--- src/rtl/ray_direction_queue.sv ---
// Packs every three pushed words into an {z,y,x} record and queues it; record visible 1 cycle after the completing push.
// Producer cannot stall: a completed record arriving while full and not popping is dropped and flagged sticky.
module ray_direction_queue #(
    parameter int WORD_W = 32,
    parameter int DEPTH  = 16,
    parameter int PTR_W  = 4
) (
    input  logic                iClock,
    input  logic                iReset,
    input  logic                iFifoPush,
    input  logic [WORD_W-1:0]   iFifoData,
    input  logic                iClear,
    output logic                oRayValid,
    output logic [3*WORD_W-1:0] oRayData,
    input  logic                iRayReady,
    output logic [PTR_W:0]      oRayCount,
    output logic                oPartial,
    output logic                oOverflow
);

    localparam logic [PTR_W:0]   FULL_COUNT = (PTR_W+1)'(DEPTH);
    localparam logic [PTR_W:0]   COUNT_ONE  = (PTR_W+1)'(1);
    localparam logic [PTR_W-1:0] PTR_ONE    = PTR_W'(1);

    logic [1:0]          compIdx;
    logic [WORD_W-1:0]   xReg;
    logic [WORD_W-1:0]   yReg;
    logic [3*WORD_W-1:0] storage [DEPTH];
    logic [PTR_W-1:0]    head;
    logic [PTR_W-1:0]    tail;
    logic [PTR_W:0]      count;
    logic [PTR_W:0]      countNext;
    logic                overflow;

    logic complete;
    logic pop;
    logic isFull;
    logic write;
    logic drop;

    assign complete = iFifoPush && (compIdx == 2'd2);
    assign pop      = oRayValid && iRayReady;
    assign isFull   = (count == FULL_COUNT);
    // A same-cycle pop frees the slot, so a full queue can still take the record.
    assign write    = complete && (!isFull || pop);
    assign drop     = complete && isFull && !pop;

    always_comb begin
        countNext = count;
        if (write && !pop) begin
            countNext = count + COUNT_ONE;
        end else if (!write && pop) begin
            countNext = count - COUNT_ONE;
        end
    end

    always_ff @(posedge iClock or posedge iReset) begin
        if (iReset) begin
            compIdx  <= 2'd0;
            xReg     <= '0;
            yReg     <= '0;
            head     <= '0;
            tail     <= '0;
            count    <= '0;
            overflow <= 1'b0;
        end else if (iClear) begin
            compIdx  <= 2'd0;
            head     <= '0;
            tail     <= '0;
            count    <= '0;
            overflow <= 1'b0;
        end else begin
            if (iFifoPush) begin
                case (compIdx)
                    2'd0: begin
                        xReg    <= iFifoData;
                        compIdx <= 2'd1;
                    end
                    2'd1: begin
                        yReg    <= iFifoData;
                        compIdx <= 2'd2;
                    end
                    default: compIdx <= 2'd0;
                endcase
            end
            if (write) begin
                tail <= tail + PTR_ONE;
            end
            if (pop) begin
                head <= head + PTR_ONE;
            end
            count <= countNext;
            if (drop) begin
                overflow <= 1'b1;
            end
        end
    end

    // Record storage carries no reset; contents are meaningless while count is zero.
    always_ff @(posedge iClock) begin
        if (!iClear && write) begin
            storage[tail] <= {iFifoData, yReg, xReg};
        end
    end

    assign oRayValid = (count != '0);
    assign oRayData  = storage[head];
    assign oRayCount = count;
    assign oPartial  = (compIdx != 2'd0);
    assign oOverflow = overflow;

endmodule

--- config.mk ---
export PLATFORM = sky130hd
export DESIGN_NAME = ray_direction_queue
export DESIGN_NICKNAME = d
export VERILOG_FILES = /design/src/rtl/ray_direction_queue.sv
export SDC_FILE = /design/constraint.sdc
export NUM_CORES = 1
export LEC_CHECK = 0
export BUFFER_PORTS_ARGS = -buffer_cell sky130_fd_sc_hd__buf_4
export CORE_ASPECT_RATIO = 2
export CORE_MARGIN = 4
export CORE_UTILIZATION = 40
export CTS_CLUSTER_DIAMETER = 50
export DETAILED_ROUTE_END_ITERATION = 12
export HOLD_SLACK_MARGIN = 0.05
export PLACE_DENSITY_LB_ADDON = 0.08
export SETUP_SLACK_MARGIN = 0.1
export SLEW_MARGIN = 20
export SYNTH_ARGS = -nofsm -noshare
export SYNTH_HDL_FRONTEND = slang
export SYNTH_SLANG_ARGS = --single-unit
--- constraint.sdc ---
create_clock -name iClock -period 6.35 [get_ports iClock]
set_input_delay 1.27 -clock iClock [delete_from_list [all_inputs] [get_ports iClock]]
set_output_delay 1.27 -clock iClock [all_outputs]
set_load 0.03 [all_outputs]
== After elaboration in Yosys (flattened, before gate mapping) ==
Memories as Yosys holds them, arrays and structs flattened.
Index checks and enable logic that the tools add are counted.

* Word-level logic and storage cells: 53
* Register bits after elaboration: 80
* Output and inout bits: 104
* Memories: 1
* Input port bits: 37
* Memory bits (writable): 1,536

{| class="wikitable"
|+ Memory list
! memory !! words !! bits a word !! rd ports !! clocked after memory_dff !! write ports !! RTL line !! RTL
|-
| storage || 16 || 96 || 1 || 0 || 1 || 28 || <nowiki>logic [3*WORD_W-1:0] storage [DEPTH];</nowiki>
|}

* Reductions and logical operators: 23
* Add/subtract/negate cells: 4
* Multiplexer cells: 14
* Bitwise gates (word level): 1
* Equal/unequal tests: 3

{| class="wikitable"
|+ Operators with widths
! operator !! number
|-
| 2-to-1 mux 4 bit || 4
|-
| 2-to-1 mux 5 bit || 3
|-
| nonzero test 2 bit || 5
|-
| adder 4 x 1 -> 4 bit (second input constant) || 2
|-
| logical AND 1 bit || 8
|-
| AND reduction 3 bit || 2
|-
| adder 5 x 1 -> 5 bit (second input constant) || 1
|-
| equality test 5 bit (second input constant) || 1
|-
| nonzero test 5 bit || 1
|-
| subtractor 5 x 1 -> 5 bit (second input constant) || 1
|-
| zero test 1 bit || 4
|-
| 2-to-1 mux 1 bit || 4
|-
| 2-to-1 mux 2 bit || 2
|-
| case mux 2 bit (2 select lines) || 1
|-
| nonzero test 3 bit || 1
|-
| equality test 2 x 1 -> 1 bit (second input constant) || 1
|-
| equality test 2 bit (second input constant) || 1
|-
| zero test 2 bit || 1
|-
| logical OR 1 bit || 1
|-
| NOT 1 bit || 1
|}

== Logic depth before layout (Yosys ltp) ==
* Depth in word-level cells: 9
* Mapped depth: 8
* Gate-level depth less buffers: 8

== Worst setup path after synthesis ==
No wires, ideal clock.

* Path kind: input port to flip-flop
* From: in iFifoPush
* To: mem storage[12][0] (netlist name), enable pin
* Data arrival time: 5.984 ns
* Setup time: 0.552 ns
* Buffers on the path: 0
* Stages on the path: 4
* Slack: -0.186 ns
* Data required time: 5.798 ns
* Path through: nand3b_1 > a31oi_2 > nand2_1 > nor2_1

* Longest elaborated chain between the ends: 5

{| class="wikitable"
|+ RTL lines
! item !! RTL line !! RTL
|-
| from (decl) || 10 || <nowiki>input logic iFifoPush,</nowiki>
|-
| logical AND 1 bit || 41 || <nowiki>assign complete = iFifoPush && (compIdx == 2'd2);</nowiki>
|-
| logical AND 1 bit || 45 || <nowiki>assign write = complete && (!isFull || pop);</nowiki>
|-
| logical AND 1 bit || 101 || <nowiki>if (!iClear && write) begin</nowiki>
|-
| 2-to-1 mux 1 bit || 101 ||
|-
| 2-to-1 mux 1 bit (implied by the code) || 102 || <nowiki>storage[tail] <= {iFifoData, yReg, xReg};</nowiki>
|-
| to (decl) || 28 ||
|}

No other way between the ends.

== Worst setup path in the final report ==
* From: reg head[0]
* To: out oRayData[57]

* Longest elaborated chain between the ends: 1

{| class="wikitable"
|+ RTL lines
! item !! RTL line !! RTL
|-
| from (decl) || 29 || <nowiki>logic [PTR_W-1:0] head;</nowiki>
|-
| from (signal assigned) || 90 || <nowiki>head <= head + PTR_ONE;</nowiki>
|-
| memory (16 x 96 bit) || - ||
|-
| to (decl) || 14 || <nowiki>output logic [3*WORD_W-1:0] oRayData,</nowiki>
|}

No other way between the ends.

==> impl_metrics.env <==
export IMPL_outcome="completed"
export IMPL_clockPowerShare_pct=34.7
export IMPL_grt_pass1_vias=29337
export IMPL_clockBufferDepth=4
export IMPL_setup_tns_ps=0
export IMPL_drive_above_1_share_pct=34.3
export IMPL_syn_inst=2388
export IMPL_grt_pass1_wl_microns=221000
export IMPL_post_place_ws_ps=2080
export IMPL_finish_instance_area_sq_um=70100
export IMPL_syn_area_per_cell_sq_um=25.6
export IMPL_area_growth_pct=14.9
export IMPL_dpl_hpwl_microns=78300
export IMPL_synth_edf_count=1536
export IMPL_cts_num_sinks=1616
export IMPL_ys_seq_area_share_pct=78.8
export IMPL_cts_setup_buffers=0
export IMPL_cp_required_ps=5080
export IMPL_gp_congestion=0.722
export IMPL_relSlewSlack_pct=30.0
export IMPL_cp_end_kind="output port"
export IMPL_die_area_sq_um=159000
export IMPL_dpl_instance_area_sq_um=65000
export IMPL_pwr_density_cell_nw_per_um2=389
export IMPL_route_detailed_drc=0
export IMPL_cts_hold_buf=0
export IMPL_ff2ff_path_depth=5
export IMPL_synth_common_cells="edfxtp_1, mux4_2, dfrtp_1, mux2_1, clkbuf_1"
export IMPL_wl_per_cell_microns=33.1
export IMPL_die_h_microns=561
export IMPL_setup_viol=0
export IMPL_rsz0062_at_grt="false"
export IMPL_ios=141
export IMPL_wl_microns=155000
export IMPL_cp_arrival_ps=3700
export IMPL_clock_skew_final_ps=36.1
export IMPL_setup_slack_ps=1380
export IMPL_insertion_delay_ps=770
export IMPL_switchingPower_uw=6930
export IMPL_synth_area_leaders="edfxtp_1, mux4_2, dfrtp_1"
export IMPL_antenna_left=0
export IMPL_hp_class="in -> async"
export IMPL_ys_types=44
export IMPL_whs_ps=508
export IMPL_grt_max_degree=97
export IMPL_synth_largest_area_cell="edfxtp_1"
export IMPL_rr_startpoint="compIdx[0]"
export IMPL_placement_io_buffers=140
export IMPL_ys_ff_latch=1616
export IMPL_yosysWarnings=0
export IMPL_vias=26749
export IMPL_internal_power_uw=20300
export IMPL_htreeDepth=4
export IMPL_syn_nets=2435
export IMPL_power_uw=27300
export IMPL_min_period_ps=4970
export IMPL_rows=202
export IMPL_drv_cap=0
export IMPL_swShare_pct=25.4
export IMPL_rrSetupSlack_ps=3020
export IMPL_path_class="reg -> out"
export IMPL_hold_viol=0
export IMPL_async_reset_ff_share_pct=4.95
export IMPL_drt_pass1_iter_count=5
export IMPL_synthesis_area_sq_um=61100
export IMPL_combPwrFrac_pct=18.1
export IMPL_initialDrtViolationCount=2262
export IMPL_cts_resized=0
export IMPL_start_util_pct=40.3
export IMPL_grt_overflow_total=0
export IMPL_cts_root_buffer="clkbuf_16"
export IMPL_die_w_microns=284
export IMPL_tightest_slew_ps=1050
export IMPL_ir_drop_uv=219
export IMPL_grt_use_total_pct=19.5
export IMPL_r2r_end="storage[5][50]"
export IMPL_drv_slew=0
export IMPL_max_freq_ghz=0.201
export IMPL_core_sq_um=152000
export IMPL_power_frac_seq_pct=47.2
export IMPL_cts_tree="built"
export IMPL_cp_start_kind="register"
export IMPL_synth_top_area_share_pct=75.5
export IMPL_p_leak_uw=0.0215
export IMPL_antenna_found_initial=11
export IMPL_path_clk_slew_ps=70
export IMPL_nets=2679
export IMPL_cp_max_fo=38
export IMPL_fin_crit_sh_pct=78.2
export IMPL_synth_ff_type="edfxtp_1"
export IMPL_numCtsBuffers=155
export IMPL_yosysMostFrequentCell="edfxtp_1"
export IMPL_via_per_inst=5.70
==> power by group through the flow <==
stage	clock, uW	sequential [uW]	combinational, uW
6_report	9460	12900	4940
5_1_grt	10100	12900	5310
4_1_cts	9710	12900	5110
3_5_place_dp	0	13100	5100
3_3_place_gp	0	13100	5040
2_1_floorplan	0	12800	3860
==> placed cells by master, fill, tap and decap left out, types with 4 or more instances in the layout <==
| cell | synthesis | layout |
|---|---|---|
| mux4_2 | 480 | 480 |
| clkinv_2 | 0 | 18 |
| clkbuf_16 | 0 | 159 |
| bufinv_16 | 0 | 21 |
| mux2_2 | 5 | 5 |
| nor2_1 | 31 | 15 |
| buf_12 | 0 | 38 |
| diode_2 | 0 | 5 |
| a21oi_1 | 4 | 4 |
| mux2_1 | 63 | 63 |
| clkbuf_1 | 54 | 28 |
| nand2b_1 | 4 | 4 |
| dfrtp_1 | 80 | 76 |
| inv_1 | 5 | 4 |
| clkinv_1 | 0 | 23 |
| xnor2_1 | 4 | 4 |
| clkbuf_8 | 0 | 10 |
| nor2_4 | 0 | 16 |
| nand2_1 | 8 | 8 |
| edfxtp_1 | 1536 | 1536 |
| nand3_1 | 5 | 5 |
| ha_1 | 9 | 9 |
| dfrtp_4 | 0 | 4 |
| buf_4 | 29 | 167 |
| clkinvlp_4 | 0 | 6 |
==> per-stage QoR <==
stage | util (%) | cells
finish | 46.3 | 4689
global route | 46.2 | 4685
CTS | 46.2 | 4684
detailed placement | 42.9 | 4413
global placement | 42.8 | 4412
floorplan | - | 2388
==> worst max-delay path: stages (launching register included) <==
cell and delay, ps:
dfrtp_4 960, buf_12 290, buf_12 310, mux4_2 560, mux4_2 510, buf_4 190
==> routing by layer <==
layer	part of all wire (%)	up-vias	GRT usage, %
met4	2.3	4	4.88
met1	41	15055	25.7
met3	3.6	203	2.24
met5	0.012	-	0
li1	-	10828	-
met2	53	659	34.7
==> cell type report <==
cell class | instances | area, sq um
fill | 12480 | 81500
sequential | 1616 | 48100
multi-input combinational | 649 | 12400
clock buffer | 197 | 4220
tap | 1938 | 2420
timing repair buffer | 205 | 2010
clock inverter | 74 | 910
inverter | 5 | 21.3
antenna | 5 | 12.5
==> kinds of logic after synthesis <==
family                     count (synthesis)  share of synthesized area, %
AOI/OAI and AO/OA                         17                         0.225
xor gates and xnor gates                   7                         0.100
adders and majority gates                 10                         0.217
buffers and inverters                    123                          1.10
DFF                                     1616                          78.8
muxes                                    551                          19.0
and+or+nand+nor                           64                         0.533
==> flip-flops by register name, summed over array words and instances (netlist names) <==
name / cells
storage: 1536
xReg: 32
yReg: 32
oRayCount: 5
head: 4
tail: 4
compIdx: 2
oOverflow: 1
==> how the worst max path moves through the flow <==
stage / to / startpoint / slack (ps)
5_1_grt: oRayData[57] / head[0] / 1140
6_report: oRayData[57] / head[0] / 1380
2_1_floorplan: storage[12][0] / iFifoPush / -190
3_5_place_dp: oRayData[90] / head[0] / 2080
4_1_cts: oRayData[90] / head[0] / 1240
3_3_place_gp: oRayData[90] / head[0] / 2090
Note: power is estimated with default switching activity, not from simulation.
